[src/rtl/reg_file_sweep_if.sv]
// ----------------------------------------------------------------------------
// reg_file_sweep_if
//   Bundles the read, write and clear signals of reg_file_sweep.
//
//   master : drives rd_en/rd_addr1/rd_addr2, wr_en/wr_addr/wr_data, clear_req
//   slave  : drives rd_data1/rd_data2/rd_valid, busy, state_dbg
//
//   Handshake: there is no ready signal. A read or write request is accepted
//   at a posedge exactly when busy is low at that edge. An accepted read
//   returns data one cycle later, qualified by a one-cycle rd_valid pulse.
//   Requests presented while busy is high are dropped, not stalled.
//
//   state_dbg mirrors the clear-sweep FSM state (0 = IDLE, 1 = SWEEP).
// ----------------------------------------------------------------------------
interface reg_file_sweep_if #(
  parameter int DATA_W = 8,
  parameter int ADDR_W = 4
);
  logic              rd_en;
  logic [ADDR_W-1:0] rd_addr1;
  logic [ADDR_W-1:0] rd_addr2;
  logic              wr_en;
  logic [ADDR_W-1:0] wr_addr;
  logic [DATA_W-1:0] wr_data;
  logic              clear_req;
  logic [DATA_W-1:0] rd_data1;
  logic [DATA_W-1:0] rd_data2;
  logic              rd_valid;
  logic              busy;
  logic              state_dbg;

  modport master (
    output rd_en, rd_addr1, rd_addr2, wr_en, wr_addr, wr_data, clear_req,
    input  rd_data1, rd_data2, rd_valid, busy, state_dbg
  );

  modport slave (
    input  rd_en, rd_addr1, rd_addr2, wr_en, wr_addr, wr_data, clear_req,
    output rd_data1, rd_data2, rd_valid, busy, state_dbg
  );
endinterface

[src/rtl/reg_file_sweep.sv]
// ----------------------------------------------------------------------------
// reg_file_sweep
//   DEPTH = 2**ADDR_W entry register file, one write port, two registered
//   read ports (1-cycle latency, write-to-read bypass), plus a sweep FSM that
//   zeroes one entry per cycle after clear_req.
//
//   Ports:
//     clk  : system clock, posedge
//     clr  : asynchronous active-low reset (array, outputs and FSM to zero)
//     bus  : reg_file_sweep_if.slave (read/write/clear requests, read data,
//            rd_valid, busy, state_dbg)
//
//   Build option: define REG_FILE_ZERO_REG_EN to hardwire entry 0 to zero
//   (writes to address 0 dropped, no bypass for address 0).
// ----------------------------------------------------------------------------
module reg_file_sweep #(
  parameter int DATA_W = 8,
  parameter int ADDR_W = 4
) (
  input  logic               clk,
  input  logic               clr,
  reg_file_sweep_if.slave    bus
);

  localparam int DEPTH = 1 << ADDR_W;

`ifdef REG_FILE_ZERO_REG_EN
  localparam bit ZERO_REG = 1'b1;
`else
  localparam bit ZERO_REG = 1'b0;
`endif

  typedef enum logic {
    IDLE  = 1'b0,
    SWEEP = 1'b1
  } state_t;

  state_t            state;
  state_t            state_n;
  logic [ADDR_W-1:0] cnt;
  logic [ADDR_W-1:0] cnt_n;

  logic [DATA_W-1:0] mem [DEPTH];

  logic              busy;
  logic              rd_ok;
  logic              wr_ok;
  logic              sweep_clr;
  logic [DATA_W-1:0] rd_val1;
  logic [DATA_W-1:0] rd_val2;

  assign busy = (state == SWEEP);

  // ---------------------------------------------------------------------------
  // Sweep FSM
  // ---------------------------------------------------------------------------
  always_ff @(posedge clk or negedge clr) begin
    if (!clr) begin
      state <= IDLE;
      cnt   <= '0;
    end else begin
      state <= state_n;
      cnt   <= cnt_n;
    end
  end

  always_comb begin
    state_n   = state;
    cnt_n     = cnt;
    sweep_clr = 1'b0;
    case (state)
      IDLE: begin
        cnt_n = '0;
        if (bus.clear_req) state_n = SWEEP;
      end
      SWEEP: begin
        sweep_clr = 1'b1;
        // Counter wraps back to zero on the final entry, so it is already
        // primed for the next sweep.
        cnt_n     = cnt + ADDR_W'(1);
        if (cnt == {ADDR_W{1'b1}}) state_n = IDLE;
      end
      default: begin
        state_n = IDLE;
        cnt_n   = '0;
      end
    endcase
  end

  // ---------------------------------------------------------------------------
  // Request acceptance and bypass
  // ---------------------------------------------------------------------------
  // With the zero register enabled a write to address 0 is never accepted,
  // which also removes it from the bypass path.
  always_comb begin
    rd_ok = bus.rd_en && !busy;
    wr_ok = bus.wr_en && !busy;
    if (ZERO_REG && (bus.wr_addr == '0)) wr_ok = 1'b0;
  end

  always_comb begin
    rd_val1 = mem[bus.rd_addr1];
    rd_val2 = mem[bus.rd_addr2];
    if (wr_ok && (bus.wr_addr == bus.rd_addr1)) rd_val1 = bus.wr_data;
    if (wr_ok && (bus.wr_addr == bus.rd_addr2)) rd_val2 = bus.wr_data;
  end

  // ---------------------------------------------------------------------------
  // Storage. Sweep and write never coincide: writes are only accepted in IDLE.
  // ---------------------------------------------------------------------------
  always_ff @(posedge clk or negedge clr) begin
    if (!clr) begin
      for (int i = 0; i < DEPTH; i++) mem[i] <= '0;
    end else if (sweep_clr) begin
      mem[cnt] <= '0;
    end else if (wr_ok) begin
      mem[bus.wr_addr] <= bus.wr_data;
    end
  end

  // ---------------------------------------------------------------------------
  // Read output registers: hold on idle/busy cycles, rd_valid is a pulse.
  // ---------------------------------------------------------------------------
  always_ff @(posedge clk or negedge clr) begin
    if (!clr) begin
      bus.rd_data1 <= '0;
      bus.rd_data2 <= '0;
      bus.rd_valid <= 1'b0;
    end else begin
      bus.rd_valid <= rd_ok;
      if (rd_ok) begin
        bus.rd_data1 <= rd_val1;
        bus.rd_data2 <= rd_val2;
      end
    end
  end

  assign bus.busy      = busy;
  assign bus.state_dbg = state;

endmodule

[src/flat_wrapper.sv]
// flat-port wrapper written by rule: the top's interface ports become plain ports
module reg_file_sweep_flat 
#(
  parameter int DATA_W = 8,
  parameter int ADDR_W = 4
)
  (clk, clr, bus_rd_en, bus_rd_addr1, bus_rd_addr2, bus_wr_en, bus_wr_addr, bus_wr_data, bus_clear_req, bus_rd_data1, bus_rd_data2, bus_rd_valid, bus_busy, bus_state_dbg);
  reg_file_sweep_if #(.DATA_W(DATA_W), .ADDR_W(ADDR_W)) bus_i ();
  input  logic clk;
  input  logic clr;
  input wire logic [$bits(bus_i.rd_en)-1:0] bus_rd_en;
  input wire logic [$bits(bus_i.rd_addr1)-1:0] bus_rd_addr1;
  input wire logic [$bits(bus_i.rd_addr2)-1:0] bus_rd_addr2;
  input wire logic [$bits(bus_i.wr_en)-1:0] bus_wr_en;
  input wire logic [$bits(bus_i.wr_addr)-1:0] bus_wr_addr;
  input wire logic [$bits(bus_i.wr_data)-1:0] bus_wr_data;
  input wire logic [$bits(bus_i.clear_req)-1:0] bus_clear_req;
  output wire logic [$bits(bus_i.rd_data1)-1:0] bus_rd_data1;
  output wire logic [$bits(bus_i.rd_data2)-1:0] bus_rd_data2;
  output wire logic [$bits(bus_i.rd_valid)-1:0] bus_rd_valid;
  output wire logic [$bits(bus_i.busy)-1:0] bus_busy;
  output wire logic [$bits(bus_i.state_dbg)-1:0] bus_state_dbg;
  assign bus_i.rd_en = bus_rd_en;
  assign bus_i.rd_addr1 = bus_rd_addr1;
  assign bus_i.rd_addr2 = bus_rd_addr2;
  assign bus_i.wr_en = bus_wr_en;
  assign bus_i.wr_addr = bus_wr_addr;
  assign bus_i.wr_data = bus_wr_data;
  assign bus_i.clear_req = bus_clear_req;
  assign bus_rd_data1 = bus_i.rd_data1;
  assign bus_rd_data2 = bus_i.rd_data2;
  assign bus_rd_valid = bus_i.rd_valid;
  assign bus_busy = bus_i.busy;
  assign bus_state_dbg = bus_i.state_dbg;
  reg_file_sweep #(.DATA_W(DATA_W), .ADDR_W(ADDR_W)) u_core (.clk(clk), .clr(clr), .bus(bus_i));
endmodule
[config.mk]
export PLATFORM = sky130hd
export DESIGN_NAME = reg_file_sweep_flat
export DESIGN_NICKNAME = d
export VERILOG_FILES = /design/src/rtl/reg_file_sweep_if.sv /design/src/rtl/reg_file_sweep.sv /design/src/flat_wrapper.sv
export SDC_FILE = /design/constraint.sdc
export NUM_CORES = 1
export LEC_CHECK = 0
export ABC_AREA = 1
export BUFFER_PORTS_ARGS = -buffer_cell sky130_fd_sc_hd__clkbuf_2
export CAP_MARGIN = 10
export CORE_ASPECT_RATIO = 1.25
export CORE_UTILIZATION = 24
export CTS_BUF_LIST = sky130_fd_sc_hd__clkbuf_8
export CTS_CLUSTER_DIAMETER = 200
export DETAILED_ROUTE_END_ITERATION = 16
export HOLD_SLACK_MARGIN = 0.15
export MAX_ROUTING_LAYER = met4
export PLACE_DENSITY = 0.47
export SETUP_SLACK_MARGIN = 0.2
export SLEW_MARGIN = 20
export SYNTH_ARGS = -nofsm -noshare
export SYNTH_HDL_FRONTEND = slang
export SYNTH_SLANG_ARGS = --single-unit
[constraint.sdc]
create_clock -name clk -period 2.28 [get_ports clk]
set_input_delay 0.684 -clock clk [delete_from_list [all_inputs] [get_ports clk]]
set_output_delay 0.684 -clock clk [all_outputs]
set_load 0.005 [all_outputs]
==> metrics.cfg <==
[timing]
fin_crit_ps = 1980
final_max_slew_viol_count = 0
finalHoldViolCount = 0
slew_headroom = 0.597
whs_ps = 416
worstMarginPinSlew_ps = 600
fin_worst_skew_ps = 17.3
rsz0062_at_grt = false
setup_viol = 0
fin_setup_tns_ps = 0
fmax_mhz = 505
fin_crit_sh = 0.868

[clock_network]
cts.sinks = 150
clk_pin_slew_ps = 80
h-tree-depth = 4
clk_path_buf_depth = 2
postCtsSetupBuffers = 0
cts-root-buf = clkbuf_8
hold_buffers = 1
cts_tree = done
post_cts_resized = 0
cts_made_buffers = 17
insertion_delay_ps = 480

[global_routing]
grt_pass1_vias = 8334
track_usage = 0.202
grt_pass1_wl_um = 51900
gr-total-overflow = 0
grt_max_degree = 46
antenna_found_initial = 0

[critical_path]
cp.arrival_ps = 1300
required_ps = 1600
cp_slowest_cell = dfrtp_1
cp_max_fo = 13
end_kind = primary output
cp_top_family = flip-flops
crit_type = reg -> out
cp_num_buf_inv = 1
crit_path_start_kind = register
slowest_delay_ps = 630
path_cells = clkbuf_2

[floorplan]
dieArea_um2 = 36200
ioPinCount = 44
die_w_um = 170
die_h_um = 213
core_area_um2 = 34700
row_count = 76
start_util = 0.245

[drt]
antenna_left = 0
vias = 8466
wl_per_cell_um = 19.8
dr.pass1.iters = 6
drc = 0
via_per_inst = 4.90
drtIter0Drc = 825
wirelength_um = 34300

[hold_path]
min_path_type = in -> reg

[synth]
synth_cells = 1194
syn_avg_cell_area_um2 = 7.13
ys_ff_latch = 150
yosys_warnings = 0
ys_types = 24
synth_area_um2 = 8510
syn_nets = 1225
ys_seq_area_frac = 0.441

[pwr]
intPower_uw = 5400
clkPwrFrac = 0.255
vdd_drop_max_uv = 502
power_leakage_uw = 0.00527
power_density_nw_per_um2 = 877
power_uw = 8760
combPwrFrac = 0.331
swShare = 0.384
p_switching_uw = 3360
seq_power_share = 0.413

[placement]
placed_area_um2 = 9560
port_buffers = 43
finalWeightedCongestion = 0.898
hpwlAfterDp_um = 25400

[final_layout]
fin_util = 0.288
final_area_um2 = 9990
drive_gt1_frac = 0.117
syn2layout_area_growth_pct = 17.3
antennaDiodeCount = 0
layout.nets = 1278
layout_common_cells = nand2_1 (353), nand3_1 (249), inv_1 (167)
final_common_cell = nand2_1

[run_status]
status = finished clean

[run]
drv_cap = 0

==> kinds of logic (layout without fill, tap and decap cells) <==
family / Yosys count / after routing / synth area share
and+or+nand+nor: 656 / 656 / 0.331
buffers and inverters: 233 / 299 / 0.111
DFF: 150 / 150 / 0.441
AOI/OAI and AO/OA: 147 / 147 / 0.106
adders and majority gates: 6 / 6 / 0.00882
xor gates and xnor gates: 2 / 2 / 0.00206
==> registers in the layout, summed over array words and instances (netlist names) <==
signal,cells
u_core.cnt,4
u_core.bus.rd_data2,8
u_core.mem,128
u_core.bus.rd_data1,8
u_core.bus.busy,1
u_core.bus.rd_valid,1
==> per-layer routing <==
| metal | routed length [µm] | up-vias | global-route usage |
|---|---|---|---|
| li1 | - | 4027 | - |
| met1 | 14400 | 4062 | 0.237 |
| met2 | 17000 | 305 | 0.343 |
| met3 | 1390 | 72 | 0.0235 |
| met4 | 1490 | 0 | 0.0951 |
| met5 | 0 | - | - |
==> synthesized netlist by cell type (all sizes together) <==
| cell type | count | area share |
|---|---|---|
| nand2 | 364 | 0.16 |
| nor2 | 42 | 0.020 |
| clkbuf | 17 | 0.0075 |
| nand3 | 250 | 0.15 |
| o21ai | 16 | 0.0098 |
| a311oi | 1 | 0.0010 |
| dfrtp | 150 | 0.44 |
| ha | 6 | 0.0088 |
| a21oi | 1 | 0.00059 |
| inv | 168 | 0.074 |
| xor2 | 2 | 0.0021 |
| o22ai | 128 | 0.094 |
| buf | 48 | 0.029 |
| a31oi | 1 | 0.00074 |
==> cell type report <==
class                   count  area [µm²]
fillers                  3814       24700
well taps                 468         586
clock buffers              19         262
repair buffers             99         782
flip-flops and latches    150        3750
clock inverters            13         158
multi-input cells         811        3820
inverters                 168         631
==> through the flow <==
stage               worst slack (ps)  std cells
floorplan                        571       1194
global placement                 102       1695
detailed placement               109       1695
CTS                              268       1728
global route                     221       1728
finish                           300       1728
==> power by group through the flow <==
stage	Combinational, µW	Clock (µW)	Sequential (µW)
2_1_floorplan	1850	0	3570
6_report	2900	2240	3620
3_3_place_gp	2870	0	3660
3_5_place_dp	2890	0	3670
5_1_grt	3260	2380	3680
4_1_cts	2900	2290	3620
==> final timing paths <==
check	cells past startpoint	from	slack (ps)	endpoint
min in group asynchronous	2	clr	700	u_core.mem[18]
setup / recovery	1	u_core.bus.busy	300	bus_busy
setup reg to reg	6	u_core.bus.busy	420	u_core.mem[57]
max in group asynchronous	3	clr	990	u_core.mem[52]
hold reg to reg	2	u_core.bus.rd_data1[0]	490	u_core.bus.rd_data1[0]
hold / removal	3	bus_clear_req	420	u_core.bus.busy
Note: power is estimated with default switching activity, not from simulation.
